--- src/rtl/control_desplazamiento_pkg.sv ---
// Shared codes for the universal shift register sequencer: cell modes, operations and FSM states.
package control_desplazamiento_pkg;

    localparam logic [1:0] MODO_HOLD  = 2'b00;
    localparam logic [1:0] MODO_SHIFT = 2'b01;
    localparam logic [1:0] MODO_LOAD  = 2'b10;
    localparam logic [1:0] MODO_ROT   = 2'b11;

    localparam logic [1:0] OP_TX  = 2'b00;
    localparam logic [1:0] OP_RX  = 2'b01;
    localparam logic [1:0] OP_ROT = 2'b10;

    typedef enum logic [1:0] {
        StIdle  = 2'b00,
        StLoad  = 2'b01,
        StShift = 2'b10,
        StDone  = 2'b11
    } estado_e;

    // Cell mode used on a non-stalled SHIFT cycle for the captured operation.
    function automatic logic [1:0] modo_desplazamiento(input logic [1:0] op_cap);
        return (op_cap == OP_ROT) ? MODO_ROT : MODO_SHIFT;
    endfunction

endpackage

--- src/rtl/control_desplazamiento_contador_bits.sv ---
// Shift counter: clear has priority, increments on enable and saturates at N-1.
module control_desplazamiento_contador_bits #(
    parameter int unsigned N  = 4,
    parameter int unsigned CW = $clog2(N)
) (
    input  logic          clk,
    input  logic          reset_L,
    input  logic          i_clr,
    input  logic          i_en,
    output logic [CW-1:0] o_cuenta,
    output logic          o_tc
);

    logic [CW-1:0] r_cuenta;
    logic          w_tc;

    assign w_tc = (r_cuenta == CW'(N - 1));

    always_ff @(posedge clk or negedge reset_L) begin
        if (!reset_L) begin
            r_cuenta <= '0;
        end else if (i_clr) begin
            r_cuenta <= '0;
        end else if (i_en && !w_tc) begin
            r_cuenta <= r_cuenta + 1'b1;
        end
    end

    assign o_cuenta = r_cuenta;
    assign o_tc     = w_tc;

endmodule

--- src/rtl/control_desplazamiento.sv ---
// Sequencer for the universal shift register: transmit, receive and rotate with pause and abort.
module control_desplazamiento
    import control_desplazamiento_pkg::*;
#(
    parameter int unsigned N  = 4,
    parameter int unsigned CW = $clog2(N)
) (
    input  logic          clk,
    input  logic          reset_L,
    input  logic          start,
    input  logic [1:0]    op,
    input  logic          pausa,
    input  logic          abortar,
    output logic [1:0]    modo,
    output logic [CW-1:0] cuenta,
    output logic          ocupado,
    output logic          listo
);

    estado_e    r_state;
    logic [1:0] r_op;

    logic w_accept;
    logic w_abort;
    logic w_avanza;
    logic w_tc;

    // Abort in IDLE is a no-op but still blocks a start on the same edge.
    assign w_accept = (r_state == StIdle) && start && !abortar &&
                      ((op == OP_TX) || (op == OP_RX) || (op == OP_ROT));
    assign w_abort  = abortar && (r_state != StIdle);
    assign w_avanza = (r_state == StShift) && !pausa && !abortar;

    control_desplazamiento_contador_bits #(
        .N  (N),
        .CW (CW)
    ) u_contador (
        .clk      (clk),
        .reset_L  (reset_L),
        .i_clr    (w_accept || w_abort),
        .i_en     (w_avanza),
        .o_cuenta (cuenta),
        .o_tc     (w_tc)
    );

    always_ff @(posedge clk or negedge reset_L) begin
        if (!reset_L) begin
            r_state <= StIdle;
            r_op    <= OP_TX;
        end else if (w_abort) begin
            r_state <= StIdle;
        end else begin
            unique case (r_state)
                StIdle: begin
                    if (w_accept) begin
                        r_op    <= op;
                        r_state <= (op == OP_TX) ? StLoad : StShift;
                    end
                end
                StLoad:  r_state <= StShift;
                StShift: begin
                    if (!pausa && w_tc) begin
                        r_state <= StDone;
                    end
                end
                StDone:  r_state <= StIdle;
                default: r_state <= StIdle;
            endcase
        end
    end

    always_comb begin
        modo = MODO_HOLD;
        unique case (r_state)
            StLoad:  modo = MODO_LOAD;
            StShift: modo = pausa ? MODO_HOLD : modo_desplazamiento(r_op);
            default: modo = MODO_HOLD;
        endcase
    end

    assign ocupado = (r_state != StIdle);
    assign listo   = (r_state == StDone);

endmodule

--- config.mk ---
export PLATFORM = sky130hd
export DESIGN_NAME = control_desplazamiento
export DESIGN_NICKNAME = d
export VERILOG_FILES = /design/src/rtl/control_desplazamiento_pkg.sv /design/src/rtl/control_desplazamiento_contador_bits.sv /design/src/rtl/control_desplazamiento.sv
export SDC_FILE = /design/constraint.sdc
export NUM_CORES = 1
export LEC_CHECK = 0
export BUFFER_PORTS_ARGS = -buffer_cell sky130_fd_sc_hd__buf_2
export CAP_MARGIN = 30
export CORE_AREA = 2 2 39 41
export DETAILED_ROUTE_END_ITERATION = 6
export DIE_AREA = 0 0 41 43
export GPL_ROUTABILITY_DRIVEN = 0
export PLACE_DENSITY_LB_ADDON = 0.3
export SLEW_MARGIN = 20
export SYNTH_ARGS = -nofsm -noshare
export SYNTH_HDL_FRONTEND = slang
export SYNTH_SLANG_ARGS = --single-unit
--- constraint.sdc ---
create_clock -name clk -period 1.3 [get_ports clk]
set_input_delay 0.13 -clock clk [delete_from_list [all_inputs] [get_ports clk]]
set_output_delay 0.13 -clock clk [all_outputs]
set_load 0.03 [all_outputs]
======== Word level (Yosys, flattened, before mapping) ========
Index checks and enable logic that the tools add are counted.
cells by class
  bitwise gates (word level) .............. 1
  $lt $le $gt $ge ......................... 0
  multiply operators ...................... 0
  divide/modulo/power cells ............... 0
  add/sub/neg operators ................... 1
  equality and inequality tests ........... 9
  reduce and logical (&&, ||, !) cells .... 20
  shifts and indexed selects .............. 0
  multiplexer cells ....................... 10
operators with widths
  cell                                                                    number
  2-bit two-way mux                                                       8
  2-bit equality test (second input constant)                             5
  1-bit logical AND                                                       8
  2-bit one-hot mux with 4 select lines                                   1
  2-bit by 1-bit equality test with 1-bit output (second input constant)  2
  2-bit logical NOT                                                       2
  2-bit one-hot mux with 2 select lines                                   1
  2-bit nonzero test                                                      2
  1-bit logical NOT                                                       3
  1-bit logical OR                                                        3
  3-bit by 2-bit != test with 1-bit output (second input constant)        1
  3-bit != test (second input constant)                                   1
  3-bit AND reduction                                                     1
  2-bit by 1-bit adder with 2-bit output (second input constant)          1
  2-bit AND reduction                                                     1
  1-bit inverter                                                          1
storage, ports and cells
  memories ................................ 0
  memory bits (read-only) ................. 0
  output and inout bits ................... 6
  input bits .............................. 7
  latch bits .............................. 0
  RAM bits ................................ 0
  flip-flop bits (word level) ............. 6
  word-level logic and storage cells ...... 44

======== Longest topological paths before layout ========
Gate-level depths: netlist (run 1).
  depth after elaboration ................. 7
  depth in mapped cells ................... 6
  depth with buffers taken out ............ 6

======== Cells and area by module ========
Synthesis (run 1) repeated with hierarchy kept, for this count alone.
second synthesis, totals
  cell total of the unflattened synthesis .. 47
  area, all modules ....................... 429.2 sq um
modules (own cells, without submodules)
  module                                instances  sequential area each (sq um)  cells an instance  area each (sq um)
  control_desplazamiento                1          100.1                         37                 305.3
  control_desplazamiento_contador_bits  1          50.0                          10                 123.9

======== Worst setup path before layout (run 1) ========
Ideal clock, no wire load.
  kind .................................... register -> register
  start ................................... reg u_contador.r_cuenta[0], in the netlist u_contador.o_cuenta[0]
  end ..................................... reg r_state[0]
  data arrival time ....................... 1.383 ns
  clock period less this slack ............ 1.507 ns
  stages on the path, launching flop included .. 5
  setup slack ............................. -0.207 ns
  cell sequence ........................... dfrtp_1 ha_1 nor2b_1 o2bb2ai_2 mux2_2
on the way
  cells in the longest elaborated chain, start to end .. 4
RTL lines
  item                                                       RTL line                                    source
  from (decl)                                                control_desplazamiento_contador_bits.sv:14  logic [CW-1:0] r_cuenta;
  from (signal assigned)                                     control_desplazamiento_contador_bits.sv:25  r_cuenta <= r_cuenta + 1'b1;
  2-bit equality test                                        control_desplazamiento_contador_bits.sv:17  assign w_tc = (r_cuenta == CW'(N - 1));
  1-bit logical AND                                          control_desplazamiento.sv:62                if (!pausa && w_tc) begin
  3-bit by 2-bit != test with 1-bit output (no source line)  n/a
  2-bit AND reduction (no source line)                       n/a
  to (signal assigned)                                       control_desplazamiento.sv:63                r_state <= StDone;
  to (signal assigned)                                       control_desplazamiento.sv:66                StDone: r_state <= StIdle;
  to (signal assigned)                                       control_desplazamiento.sv:67                default: r_state <= StIdle;
  to (decl)                                                  control_desplazamiento.sv:20                estado_e r_state;
Every way passes these cells.
A chain may end at the register's enable or synchronous reset.

======== Final worst setup path (run 1) ========
  start ................................... reg r_state[1]
  end ..................................... out modo[1]
on the way
  cells in the longest elaborated chain, start to end .. 2
RTL lines
  item                                                                                          RTL line                      source
  from (signal assigned)                                                                        control_desplazamiento.sv:48  r_state <= StIdle;
  from (signal assigned)                                                                        control_desplazamiento.sv:51  r_state <= StIdle;
  from (signal assigned)                                                                        control_desplazamiento.sv:57  r_state <= (op == OP_TX) ? StLoad : StShift;
  2-bit equality test / 2-bit by 1-bit equality test with 1-bit output (equally long branches)  control_desplazamiento.sv:74  unique case (r_state)
  2-bit one-hot mux with 2 select lines *                                                       control_desplazamiento.sv:74
  to (decl)                                                                                     control_desplazamiento.sv:14  output logic [1:0] modo,
Mark *: on every way between the ends. The rest lies on a longest branch, timed or not.

==> results of run 1 <==
[through the flow]
step,utilization (%),cell area (sq um),setup TNS [ns]
6_report,52.4,726,-0.819
5_1_grt,52.4,726,-1.27
4_1_cts,50.5,699,-0.779
3_5_place_dp,41.5,574,-0.510
3_3_place_gp,41.5,574,-0.484
2_1_floorplan,-,457,-0.634
[synth_stat cells (all sizes together) (2+ instances only)]
| cell | number |
|---|---|
| nor2 | 7 |
| ha | 5 |
| o21ai | 2 |
| nand3 | 2 |
| nand2 | 3 |
| mux2 | 3 |
| nor2b | 3 |
| inv | 4 |
| dfrtp | 6 |
[tightest hold or removal path, stage by stage]
cell	delay [ns]
buf_2	0.10
nor2_1	0.05
nor2_1	0.09
[routing by layer]
layer / vias up / routed length [um] / part of all wire [%]
li1: 196 / - / -
met1: 187 / 481 / 46
met2: 8 / 543 / 51
met3: 0 / 33 / 3.1
met4: 0 / 0 / 0
met5: - / 0 / 0
[sequential cells by signal, indices dropped and copies added, names as in the netlist]
| signal | cells |
|---|---|
| r_op | 2 |
| r_state | 2 |
| u_contador.o_cuenta | 2 |
[cell usage in the layout, fill, tap and decap left out, types with 2 or more instances in the layout]
| cell type | netlist | layout |
|---|---|---|
| nand3_2 | 1 | 2 |
| dfrtp_1 | 6 | 4 |
| nor2_1 | 7 | 6 |
| buf_2 | 0 | 9 |
| dfrtp_2 | 0 | 2 |
| inv_1 | 4 | 2 |
| buf_6 | 0 | 4 |
| ha_4 | 0 | 3 |
| ha_1 | 5 | 2 |
| nand2_1 | 3 | 3 |
| mux2_4 | 0 | 3 |
| clkbuf_4 | 0 | 3 |
| buf_4 | 0 | 8 |
| nor2b_1 | 2 | 2 |
[worst max-delay path by stage]
stage,from,to,cells after the start
6_report,r_state[1],modo[1],5
3_5_place_dp,r_state[0],modo[1],6
4_1_cts,r_state[1],modo[1],5
3_3_place_gp,r_state[0],modo[1],6
5_1_grt,r_state[1],modo[1],5
2_1_floorplan,r_state[0],u_contador.o_cuenta[1],6
[repair_timing]
action,CTS,global route
pin swaps,6,4
setup endpoints to repair,7,9
endpoints found under the hold margin,6,0
buffers inserted,4,0
hold buffers,1,0
resized for setup,15,6
[power groups by stage]
stage,clock [mW],sequential [mW],combinational (mW)
after detailed placement,0,0.326,0.784
after global placement,0,0.323,0.781
after CTS,0.188,0.333,0.993
after global routing,0.203,0.340,1.18
final,0.178,0.330,1.09
after floorplan,0,0.361,0.482
[kinds of logic (layout without fill, tap and decap cells)]
family	after synthesis	after routing	synth area share, %
AOI/OAI and AO/OA	4	4	7.49
xor gates and xnor gates	1	1	2.02
adders and majority gates	5	5	14.4
buffers and inverters	4	30	3.46
DFF	6	6	34.6
muxes	4	4	10.1
and+or+nand+nor	19	19	28.0
[layout make-up]
cell class                      count  share of cell area, %
Inverter                            4                   2.41
Tap cell                           16                   2.76
Multi-Input combinational cell     33                   48.1
Sequential cell                     6                   21.0
Timing Repair Buffer               22                   22.1
Clock buffer                        4                   3.62
==> flow_summary.ini, run 1 <==
[worst_hold_path]
hold_class = in -> reg
holdPathEnd = r_op[1]
hold_start = op[1]
worstHoldPathCells = 3

[power_and_ir_drop]
ir_drop_uv = 914
p_sw_share_pct = 39.2
seq_power_share_pct = 20.6
power_switching_uw = 628
power.internal_uw = 975
p_comb_share_pct = 68.3
p_total_mw = 1.60
clkPwrFrac_pct = 11.1
powerDensity_mw_per_mm2 = 2210
p_leak_nw = 0.353

[critical_path]
crit_fanout = 3
cp-start-kind = register
timing.rr.end = u_contador.o_cuenta[0]
r2r-start = r_state[0]
reg2reg_slack_ns = -0.20
reg2reg_depth = 7
cp.arrival_ns = 1.45
crit_type = reg -> out
slowest_stage = dfrtp_1
worstPathRequired_ns = 1.17
critical_path.n_buffers_inverters = 1
worstPathCellList = ha_4 > nor2b_4 > and3b_2 > o21a_4 > buf_6
critical-path-max-stage-delay_ns = 0.41
cp_top_family = flip-flops
cp-end-kind = output pin

[cells_and_area]
fin_cells = 85
syn2layout_area_growth_pct = 67.1
multi_input_area_sq_um = 349
fin_nets = 82
seqCellArea_sq_um = 153
drive_above_1_share_pct = 62.3
nFillCells = 129
diodes = 0

[global_route]
antenna_found_initial = 0
grtUsageMet2_pct = 23.8
grt_pass1_vias = 384
grt.busiest_layer = met2
grt.overflow.total = 0
grt_pass1_wl_mm = 1.64
met3_usage_pct = 3.14
grt_max_degree = 7
grt_use_met1_pct = 16.3
grtUsageTotal_pct = 14.2

[logic_synthesis]
ys_async_sr_fraction_pct = 100
ys_warn_count = 0
yosysSeqAreaShare_pct = 34.6
synth-edff-count = 0
yosys.area.top_type = dfrtp_1
ys_seq_elements = 6
synth.area.top_cells = dfrtp_1 (35%), ha_1 (14%), mux2_2 (7.8%)
yosysTopAreaCellShare_pct = 34.6
syn_area_sq_um = 434
ys_types = 19
synth_cells = 43
synth_fp_nets = 55
avgSynthCellArea_sq_um = 10.1
yosys_most_used_dff = dfrtp_1

[routing]
ant_nets = 0
drtPass1Iterations = 4
via_per_inst = 4.60
wirelength_mm = 1.06
drt_iter0_drc = 2
num_vias = 391
drc = 0
routedWlPerCell_um = 12.4

[sta]
rsz0062_at_grt = yes
fmax_ghz = 0.633
period_minus_slack_ns = 1.58
period_share_pct = 121
hold_slack_ns = 0.182
clock_skew_ns = 0.00731
setup_ws_ns = -0.279
relSlewSlack_pct = 83.3
hold_viol = 0
tightest_slew_ns = 0.247
drv_slew = 0
final-setup-viol-count = 7

[die]
core_area_sq_mm = 0.00138
start_util_pct = 31.4
row_count = 14
dieWidth_um = 41
die_h_um = 43
ios = 13
dieArea_sq_mm = 0.00176

[clock_tree]
clk_transition_reported_paths_ns = 0.05
h-tree-depth = 1
cts_root_buf = clkbuf_4
cts_tree = built
clock_latency_ns = 0.24
cts_made_buffers = 3
clk_path_buf_depth = 2
cts_sinks = 6

[placed_design]
dpl.cell_count = 76
post-dp-hpwl_um = 749
port_buffers = 12
dp_slack_ns = -0.113

[status]
violations = setup timing
status = complete, but fails checks

[run]
cap_viol_max_count = 0
Note: power is estimated with default switching activity, not from simulation.
==> run 2, diff against run 1 <==
SYNTH_HIERARCHICAL = 1   (was unset)
==> flow_summary.ini, run 2 <==
[routing]
drt_iter0_drc = 5
wl_met2_um = 473
drc = 0
drt-met1-wl_um = 537
top_layer = met4
num_vias = 411
wl_met3_um = 25
via_per_inst = 4.52
routedWlPerCell_um = 11.5
wirelength_mm = 1.04
drtPass1Iterations = 4
ant_nets = 0

[power_and_ir_drop]
power.internal_uw = 999
p_leak_nw = 0.355
powerDensity_mw_per_mm2 = 2330
power_switching_uw = 660
p_sw_share_pct = 39.8
seq_power_share_pct = 20.2
p_total_mw = 1.66
ir_drop_uv = 785
clkPwrFrac_pct = 11.6
p_comb_share_pct = 68.2

[sta]
fin_tns_setup_ns = -0.848
rsz0062_at_grt = yes
relSlewSlack_pct = 83.4
final-setup-viol-count = 7
tightest_slew_ns = 0.244
fmax_ghz = 0.647
hold_viol = 0
hold_slack_ns = 0.175
period_share_pct = 119
setup_ws_ns = -0.245
clock_skew_ns = 0.00808
period_minus_slack_ns = 1.54
drv_slew = 0

[clock_tree]
clock_latency_ns = 0.25
cts_root_buf = clkbuf_4
cts_made_buffers = 3
cts_tree = built
cts_sinks = 6
h-tree-depth = 1
clk_path_buf_depth = 2
clk_transition_reported_paths_ns = 0.05

[critical_path]
cp-end-kind = output pin
critical_path.n_buffers_inverters = 2
crit_fanout = 3
cp-start-kind = register
crit_type = reg -> out
cp-startpoint = r_state[1]
cp.arrival_ns = 1.41
slowest_stage = dfrtp_1
worstPathCellList = inv_2 > ha_4 > nand2_4 > nor2_4 > a32o_2 > buf_6
r2r-start = r_state[0]
worstPathRequired_ns = 1.17
cp_top_family = flip-flops
critical-path-max-stage-delay_ns = 0.40

[logic_synthesis]
ys_seq_elements = 6
avgSynthCellArea_sq_um = 9.13
yosys.area.top_type = dfrtp_1
synth_cells = 47
synth_fp_nets = 59
synth_adder_area_share_pct = 14.6
yosys_most_used_dff = dfrtp_1
ys_types = 20
syn_area_sq_um = 429
yosysSeqAreaShare_pct = 35.0
synth_compound_area_share_pct = 7.87
synth_simple_gate_area_share_pct = 27.1
yosys-top-cells-count = nor2_1 (9), dfrtp_1 (6), ha_1 (5)
synth_xor_area_share_pct = 0
synth-edff-count = 0
yosysMostFrequentCell = nor2_1
muxShareOfSynthArea_pct = 11.1
yosysTopAreaCellShare_pct = 35.0
ys_async_sr_fraction_pct = 100
ys_warn_count = 6
synth_top_family_by_area = simple AND/OR/NAND/NOR gates
synth.area.top_cells = dfrtp_1 (35%), ha_1 (15%), nor2_1 (7.9%)

[worst_hold_path]
hold_class = in -> reg
hold_start = op[0]

[cells_and_area]
fin_nets = 88
final_core_util_pct = 51.5
drive_above_1_share_pct = 58.7
diodes = 0
layout_common_cells = buf_2 (10), buf_4 (8), nor2_1 (6), buf_6 (5), dfrtp_1 (4)
final_common_cell = buf_2
syn2layout_area_growth_pct = 66.2

[status]
violations = setup timing
status = complete, but fails checks

[global_route]
grt.overflow.total = 0
grt_pass1_wl_mm = 1.61
antenna_found_initial = 0
grt_max_degree = 7
grt_pass1_vias = 391
grtUsageTotal_pct = 13.9

[placed_design]
post-dp-hpwl_um = 795
port_buffers = 12
dp_slack_ns = -0.144

[die]
dieArea_sq_mm = 0.00176
start_util_pct = 31.0
row_count = 14
core_area_sq_mm = 0.00138
dieWidth_um = 41
ios = 13
die_h_um = 43

[run]
cap_viol_max_count = 0
-- run 2: kinds of logic (layout without fill, tap and decap cells) --
group	count (synthesis)	in the layout
simple gates	22	22
flops	6	6
fa+ha+maj	5	5
compound gates	5	5
buf+inv	5	33
mux	4	4
-- run 2: worst register-to-register path, stage by stage, from the launching register on --
cell	delay, ns
dfrtp_1	0.38
inv_2	0.08
ha_2	0.22
nand2_1	0.12
nor2_2	0.11
nor2b_4	0.16
mux2_4	0.30
-- run 2: path summary, 6_finish.rpt --
path	endpoint	slack [ns]	cells past startpoint
setup / recovery	modo[1]	-0.24	6
hold / removal	r_op[0]	0.17	3
setup reg to reg	u_contador/o_cuenta[0]	-0.17	6
hold reg to reg	r_op[0]	0.54	2
max in group asynchronous	u_contador/o_cuenta[1]	0.89	2
min in group asynchronous	r_op[0]	0.24	2
-- run 2: power by group through the flow --
stage | sequential, mW | combinational [mW] | clock, mW
2_1_floorplan | 0.361 | 0.517 | 0
3_3_place_gp | 0.335 | 0.844 | 0
3_5_place_dp | 0.336 | 0.860 | 0
4_1_cts | 0.334 | 1.01 | 0.199
5_1_grt | 0.343 | 1.21 | 0.208
6_report | 0.335 | 1.13 | 0.192
-- run 2: per-layer routing --
metal	track usage, %	vias to the layer above
li1	-	214
met1	20.3	189
met2	19.1	6
met3	3.14	2
met4	6.00	0
met5	0	-
-- run 2: repair_timing --
item,in CTS,in global routing
pin swaps,4,2
hold endpoints to repair,6,0
buffers inserted,1,2
hold buffers,1,0
resized for setup,9,5
endpoints found under the setup margin,7,8
-- run 2: layout make-up --
class                   count  area [sq um]
clock buffers               4          26.3
fillers                   137           671
inverters                   5          18.8
multi-input cells          36           319
flip-flops and latches      6           153
well taps                  16          20.0
repair buffers             24           176
-- run 2: through the flow --
| step | area, sq um | std cells |
|---|---|---|
| finish | 713 | 91 |
| global route | 713 | 91 |
| CTS | 682 | 89 |
| detailed placement | 606 | 83 |
| global placement | 606 | 83 |
| floorplan | 465 | 47 |
